==> config.mk <==
export PLATFORM = sky130hd
export DESIGN_NAME = updown_mod_counter
export DESIGN_NICKNAME = d
export VERILOG_FILES = /design/src/rtl/updown_mod_counter.sv
export SDC_FILE = /design/constraint.sdc
export NUM_CORES = 1
export LEC_CHECK = 0
export ABC_AREA = 1
export CAP_MARGIN = 15
export CORE_AREA = 2 2 39 41
export CTS_CLUSTER_SIZE = 20
export DETAILED_ROUTE_END_ITERATION = 10
export DIE_AREA = 0 0 41 43
export PLACE_DENSITY_LB_ADDON = 0.25
export SETUP_SLACK_MARGIN = 0.5
export SLEW_MARGIN = 15
export SYNTH_ARGS = -nofsm -noshare
export SYNTH_HDL_FRONTEND = slang
export SYNTH_SLANG_ARGS = --single-unit
==> constraint.sdc <==
create_clock -name clk -period 2.6 [get_ports clk]
set_clock_uncertainty 0.15 [all_clocks]
set_input_delay 0.52 -clock clk [delete_from_list [all_inputs] [get_ports clk]]
set_output_delay 0.52 -clock clk [all_outputs]
set_load 0.005 [all_outputs]
==> src/rtl/updown_mod_counter.sv <==
// Modulo-MODULUS up/down counter with synchronous clear/load, a combinational
// terminal-count flag and a registered wrap/saturate pulse.
module updown_mod_counter #(
    parameter int WIDTH    = 3,
    parameter int MODULUS  = 8,
    parameter int SATURATE = 0
) (
    input  logic             clk,
    input  logic             reset,
    input  logic             S,
    input  logic             en,
    input  logic             clear,
    input  logic             load,
    input  logic [WIDTH-1:0] load_val,
    output logic [WIDTH-1:0] Q,
    output logic             tc,
    output logic             wrap
);

    localparam logic [WIDTH-1:0] TOP = WIDTH'(MODULUS - 1);
    localparam logic [WIDTH-1:0] ONE = WIDTH'(1);

    logic at_top;
    logic at_bot;

    // Out-of-range load values land on the top of the range, never beyond it.
    function automatic logic [WIDTH-1:0] clamp_load(input logic [WIDTH-1:0] v);
        return (v > TOP) ? TOP : v;
    endfunction

    // The end-of-range case either wraps or holds; the interior always moves by one.
    function automatic logic [WIDTH-1:0] step(input logic [WIDTH-1:0] cur,
                                              input logic            up,
                                              input logic            at_end);
        logic [WIDTH-1:0] nxt;
        if (at_end) begin
            if (SATURATE != 0) nxt = cur;
            else               nxt = up ? '0 : TOP;
        end else begin
            nxt = up ? cur + ONE : cur - ONE;
        end
        return nxt;
    endfunction

    assign at_top = (Q == TOP);
    assign at_bot = (Q == '0);
    assign tc     = en & ((S & at_top) | (~S & at_bot));

    always_ff @(posedge clk or negedge reset) begin
        if (!reset) begin
            Q    <= '0;
            wrap <= 1'b0;
        end else if (clear) begin
            Q    <= '0;
            wrap <= 1'b0;
        end else if (load) begin
            Q    <= clamp_load(load_val);
            wrap <= 1'b0;
        end else if (en) begin
            Q    <= step(Q, S, tc);
            wrap <= tc;
        end else begin
            wrap <= 1'b0;
        end
    end

endmodule

# == Word-level counts from Yosys, hierarchy flattened ==
# Index checks and enable logic that the tools add are counted.
# word_totals
romBits,0
n_memories,0
ff_bits,4
latch_bits,0
input_bits,9
output_inout_bits,5
ramBits,0
word_cells,23
# classes
reduce_logical,2
shift,0
n_addsub,2
n_lt_le_gt_ge,1
n_eq_ne,1
n_div,0
n_mux,10
n_bitwise,5
mul,0
# ops
op,n
$mux 3,7
$add 3x1->3 const B,1
$and 1x1->1,3
$eq 3x3->1 const B,1
$gt 3x3->1 const B,1
$logic_not 3->1,1
$mux 1,3
$reduce_bool 3->1,1
$sub 3x1->3 const B,1
$not 1->1,1
$or 1x1->1,1

# == Depth between registers and ports, before layout ==
# Gate-level depths: netlist (run 1).
# logic_depth
word_depth,8
mapped_depth,10
depth_no_buf,10

# == Least setup slack after synthesis (run 1) ==
# Ideal clock, no wire load.
# synth_path
kind,register to register
startpoint,register Q[0]
endpoint,register Q[2]
setup_slack_ps,1076
required_ps,2334
n_path_buf,0
arrival_time_ps,1257
path_stages_with_launch,11
cell_sequence,dfrtp_1 -> inv_1 -> fa_1 -> inv_1 -> nand2_1 -> nand2_1 -> nand2_1 -> nand2_1 -> nand2_1 -> nand2_1 -> nand2_1
# synth_via
elab_chain_len,8
# synth_lines
element,line_no,text
start: declaration,15,"output logic [WIDTH-1:0] Q,"
start signal: assignment,57,Q <= clamp_load(load_val);
start signal: assignment,60,"Q <= step(Q, S, tc);"
$eq 3x3->1 / $logic_not 3->1 (equally long branches),"45, 46",
$and 1x1->1,47,assign tc = en & ((S & at_top) | (~S & at_bot));
$or 1x1->1,47,
$and 1x1->1,47,
$mux 3 *,36,if (at_end) begin
$mux 3 *,59,end else if (en) begin
$mux 3 *,56,end else if (load) begin
$mux 3 *,53,end else if (clear) begin
# Mark *: on every way between the ends. The rest lies on a longest branch, timed or not. The select of a mux whose other input is x is not followed.
# A chain may end at the register's enable or synchronous reset.

# == Worst setup path in the final report (run 1) ==
# layout_path
startpoint,input port S
endpoint,output port tc
# layout_via
elab_chain_len,4
# layout_lines
element,line_no,text
start: declaration,10,"input logic S,"
$not 1->1,47,
$and 1x1->1,47,
$or 1x1->1 *,47,
$and 1x1->1 *,47,
end: declaration,16,"output logic tc,"
# Mark *: on every way between the ends. The rest lies on a longest branch, timed or not.

==> run_results.csv, run 1 <==
group,metric,value,unit
die,core_area,0.00138,mm2
synth,synth_xor_area_share,0,%
routing,drc,0,
synth,synthCells,48,
routing,antenna_left,0,
synth,synthFlopType,"dfrtp_1",
setup_path,slowest_stage,"dlygate4sd2_1",
timing,fin_crit_sh,77.8,%
setup_path,start_kind,"input port",
placed_design,hpwl,618,um
power,vdd_drop_max,0.000168,V
run_status,status,"finished clean",
cts,htree_num_levels,1,
timing,fin_ws,0.576,ns
timing,setup_tns,0,ns
grt,grt_pass1_wl,1.21,mm
grt,grt-busiest-layer,"met2",
placed_design,port_buffers,13,
placed_design,dp_slack,0.0795,ns
synth,synth-simple-area-share,44.8,%
timing,worst_pin_slew,0.225,ns
grt,antenna_found_initial,0,
routing,wire_per_inst,9.33,um
synth,netlist_area,310,um2
setup_path,critPathMaxStageDelay,0.27,ns
die,start_util,22.4,%
cts,path_clk_slew,0.04,ns
setup_path,cp.buffers_inverters,4,
cts,cts_sinks,4,
synth,syn_area_per_cell,6.46,um2
setup_path,endpoint_kind,"primary output",
routing,drt_first_pass_iters,4,
cts,hold_buffers,0,
grt,grt_max_degree,7,
die,die_area,0.00176,mm2
timing,slew_headroom,85.0,%
cts,numCtsBuffers,3,
setup_path,worstSetupPathType,"input port to primary output",
cts,clock_latency,0.23,ns
timing,finalMaxSlewViolations,0,
synth,synth.top_cell.area_share,32.3,%
cts,postCtsSetupBuffers,0,
final_layout,nets,78,
synth,synth-edff-count,0,
synth,ys_warn_count,0,
synth,ys_async_sr_fraction,100,%
setup_path,critPathTopFamily,"buffers and inverters",
final_layout,final-seq-area,100,um2
synth,synth_mux_area_share,0,%
synth,synthTopCellsByCount,"18 x nand2_1, 8 x inv_1, 7 x nor2_1, 4 x dfrtp_1, 3 x nand2_2",
power,p_leak,0.273,nW
final_layout,nFillCells,165,
synth,yosys.cell_types.count,13,
grt,grt.total_usage,10.7,%
worst_hold_path,holdCritPathClass,"input port to async pin",
timing,hold_viol,0,
placed_design,place_congestion,0.754,
setup_path,worstPathMaxFanout,3,
routing,drt_iter0_markers,4,
grt,overflow,0,
timing,fmax,0.494,GHz
synth,synth_top_cell_by_area,"dfrtp_1",
routing,dr_total_vias,338,
synth,synth_top_family_by_area,"simple AND/OR/NAND/NOR gates",
cts,cts_tree,"built",
timing,rsz0062_at_grt,"false",
job,max-cap-violations,0,
final_layout,area_growth,59.3,%
synth,synth_fa_ha_area_share,6.45,%
synth,synth_nets,58,
synth,ys_seq_area_share,32.3,%
grt,grt_pass1_vias,318,
timing,setup_violations,0,
routing,wirelength,765,um
grt,use_met1,12.1,%
final_layout,multiInputGateArea,176,um2
die,fp.dieW,41,um
setup_path,crit_chain,"dlygate4sd2_1 -> inv_1 -> nand2_2 -> nand2_2 -> nand3_2 -> inv_1 -> dlygate4sd2_1",
final_layout,drive_gt1_share,16.7,%
final_layout,layout.cells.non_filler,82,
cts,clk_path_buf_depth,2,
die,fp-row-count,14,
synth,yosys.cell_count.top_type,"nand2_1",
grt,gr-usage-met3,4.71,%
timing,finalCriticalPeriod,2.02,ns
synth,synth.ff_latch_count,4,
power,p_per_area,463,mW/mm2
routing,vias_per_cell,4.12,
placed_design,placed_cells,79,
grt,grt_use_met2,15.9,%
die,ios,14,
die,chipHeight,43,um
final_layout,diodes,0,
synth,synth_compound_area_share,5.65,%
cts,root_buffer,"clkbuf_4",
setup_path,worstPathRequired,1.93,ns
setup_path,cp.arrival,1.35,ns
synth,yosys-top-cells-area,"dfrtp_1 32%, nand2_1 22%, inv_1 9.7%",
==> sequential cells by signal (all words and copies together), names as in the netlist <==
signal,cells
Q,3
wrap,1
==> logic make-up after synthesis <==
kind of cell	after synthesis
buffers and inverters	9
adder cells (fa/ha/maj)	1
AND/OR/NAND/NOR	32
AO/OA/AOI/OAI	2
flip-flops	4
==> report_power, final <==
part	total, mW	internal [mW]	switching (mW)	leakage (nW)
sequential	0.0756	0.0682	0.00740	0.0520
combinational	0.0767	0.0403	0.0364	0.208
clock	0.0766	0.0516	0.0250	0.0138
total	0.229	0.160	0.0688	0.273
==> layer usage <==
layer / wire length, um / up-vias
li1: - / 180
met1: 309 / 145
met2: 399 / 13
met3: 56 / 0
met4: 0 / 0
met5: 0 / -
==> layout by cell type (no fill, tap or decap), drive strengths merged <==
cell	netlist	final
clkdlybuf4s50	0	10
nand2	21	21
nand3	2	2
fa	1	1
clkbuf	0	3
dlygate4sd2	0	3
buf	0	2
nand4	1	1
dfrtp	4	4
nor2	7	7
o32ai	1	1
inv	9	9
nor3	1	1
o21ai	1	1
==> final timing paths <==
path	slack, ns	start	end	cells past startpoint
worst max register to register	0.96	Q[0]	Q[2]	10
min in group clk	0.42	Q[1]	Q[1]	2
worst min register to register	0.42	Q[1]	Q[1]	2
worst max-delay path	0.58	S	tc	7
worst min-delay path	0.33	reset	Q[2]	1
max in group asynchronous	1.81	reset	Q[0]	1
==> final cells by class <==
| type | count | share of cell area [%] |
|---|---|---|
| clock buffers | 3 | 4.56 |
| inverters | 9 | 6.84 |
| multi-input cells | 35 | 35.7 |
| flip-flops and latches | 4 | 20.3 |
| well taps | 16 | 4.05 |
| repair buffers | 15 | 28.6 |
==> through the flow <==
step / instance area, um2 / hold slack [ns] / util (%) / total power, mW
final: 494 / 0.334 / 35.7 / 0.229
after global routing: 494 / 0.342 / 35.7 / 0.249
after CTS: 494 / 0.330 / 35.7 / 0.236
after detailed placement: 475 / 0.425 / 34.4 / 0.157
after global placement: 475 / 0.406 / 34.4 / 0.156
after floorplan: 310 / 0.0744 / - / 0.115
==> what timing repair did <==
action                                  in CTS  in global routing
hold endpoints to repair                     0                  0
gates resized for setup                      3                  0
endpoints found under the setup margin       1                  0
Power figures use the tool's default switching activity.
==> inputs of run 2 (changes only) <==
==> constraint.sdc (replaced) <==
create_clock -name clk -period 1.6 [get_ports clk]
set_clock_uncertainty 0.15 [all_clocks]
set_input_delay 0.32 -clock clk [delete_from_list [all_inputs] [get_ports clk]]
set_output_delay 0.32 -clock clk [all_outputs]
set_load 0.005 [all_outputs]
==> run_results.csv, run 2 (synthesis results as in run 1) <==
group,metric,value,unit
worst_hold_path,holdCritPathClass,"input port to async pin",
routing,vias_per_cell,4.20,
cts,path_clk_slew,0.04,ns
final_layout,layout_common_cells,"16 x nand2_1, 12 x buf_6, 12 x buf_4",
routing,antenna_left,0,
power,vdd_drop_max,0.000613,V
grt,grt.total_usage,13.8,%
setup_path,critPathMaxStageDelay,0.39,ns
die,chipHeight,43,um
setup_path,slowest_stage,"dfrtp_1",
routing,drt_first_pass_iters,4,
setup_path,worstSetupPathType,"flip-flop to primary output",
final_layout,area_growth,127,%
routing,wirelength,907,um
timing,fin_ws,-0.00698,ns
final_layout,nFillCells,136,
grt,gr-usage-met3,7.85,%
setup_path,worstPathRequired,1.13,ns
grt,antenna_found_initial,0,
placed_design,dp_slack,-0.499,ns
routing,drt_iter0_markers,2,
timing,timing.hold.ws,0.136,ns
die,die_area,0.00176,mm2
placed_design,port_buffers,13,
setup_path,crit_start,"Q[1]",
timing,finalMaxSlewViolations,0,
final_layout,diodes,0,
setup_path,crit_chain,"buf_6 -> o21ai_4 -> nand3_2 -> inv_1 -> buf_2",
die,core_area,0.00138,mm2
cts,cts_sinks,4,
final_layout,largest_registers,"Q (3), wrap (1)",
timing,setup_violations,1,
setup_path,r2r_start,"Q[1]",
setup_path,worstPathMaxFanout,2,
routing,drc,0,
cts,root_buffer,"clkbuf_4",
final_layout,largest_register_ffs,3,
final_layout,largest_register,"Q",
cts,clock_latency,0.23,ns
routing,dr_total_vias,424,
cts,hold_buffers,0,
grt,grt_pass1_wl,1.62,mm
cts,htree_num_levels,1,
timing,hold_viol,0,
timing,rsz0062_at_grt,"true",
setup_path,critPathTopFamily,"flip-flops",
die,fp.dieW,41,um
run_status,status,"complete, but fails checks",
timing,finalCriticalPeriod,1.61,ns
run_status,violations,"setup timing",
grt,grt-busiest-layer,"met2",
grt,use_met1,14.1,%
cts,numCtsBuffers,3,
cts,clk_path_buf_depth,2,
grt,grt_max_degree,5,
die,ios,14,
grt,overflow,0,
timing,fmax,0.622,GHz
setup_path,cp.arrival,1.14,ns
timing,fin_crit_sh,100,%
timing,slew_headroom,87.8,%
die,fp-row-count,14,
grt,grt_pass1_vias,427,
power,p_per_area,665,mW/mm2
setup_path,start_kind,"flip-flop",
timing,worst_pin_slew,0.182,ns
placed_design,placed_cells,90,
setup_path,cp.buffers_inverters,3,
cts,cts_tree,"built",
final_layout,layout.cells.non_filler,101,
placed_design,hpwl,675,um
final_layout,drive_gt1_share,52.9,%
setup_path,endpoint_kind,"primary output",
routing,wire_per_inst,8.98,um
final_layout,nets,97,
final_layout,layout_commonest_cell,"nand2_1",
placed_design,place_congestion,0.712,
grt,grt_use_met2,23.8,%
job,max-cap-violations,0,
power,p_leak,0.389,nW
die,start_util,22.4,%
run 2: cell count changes in the layout (fill, tap and decap cells not counted), sizes merged:
cell	change
clkdlybuf4s15	+2
clkdlybuf4s50	-6
buf	+24
dlygate4sd2	-1
run 2: routing by layer:
layer,up-vias,part of all wire [%]
met5,-,0
met4,0,0
met3,0,5.2
met2,10,58
met1,190,37
li1,224,-
run 2: layout make-up:
type / instances / area [um2] / area share [%]
inverters: 9 / 36.3 / 5.14
repair buffers: 34 / 314 / 44.5
multi-input cells: 35 / 213 / 30.1
clock buffers: 3 / 22.5 / 3.19
well taps: 16 / 20.0 / 2.84
flip-flops and latches: 4 / 100 / 14.2
run 2: worst paths after layout:
kind                        end  slack [ns]  cells after the start
max                          tc      -0.007                      5
min reg2reg                Q[2]        0.50                      3
min                        Q[2]        0.14                      1
min in group clk           wrap        0.31                      2
max in group asynchronous  Q[0]        0.99                      1
max reg2reg                Q[1]           0                      9
run 2: where the power goes:
| group | switching [mW] | leakage [nW] | internal [mW] |
|---|---|---|---|
| Combinational | 0.0905 | 0.323 | 0.136 |
| Clock | 0.0399 | 0.0138 | 0.0838 |
| Sequential | 0.00859 | 0.0520 | 0.111 |
run 2: repair_timing:
action / CTS / global route
pin swaps: 8 / 0
buffers inserted: 7 / 1
setup endpoints to repair: 9 / 9
gates resized for setup: 47 / 1
run 2: stage by stage:
step | util [%] | TNS [ns] | instance area [um2] | power [mW]
after CTS | 50.5 | -0.0161 | 698 | 0.471
after global placement | 40.5 | -1.38 | 561 | 0.282
after detailed placement | 40.5 | -1.44 | 561 | 0.284
after floorplan | - | 0 | 313 | 0.189
after global routing | 51.0 | -0.330 | 706 | 0.516
final | 51.0 | -0.00698 | 706 | 0.470
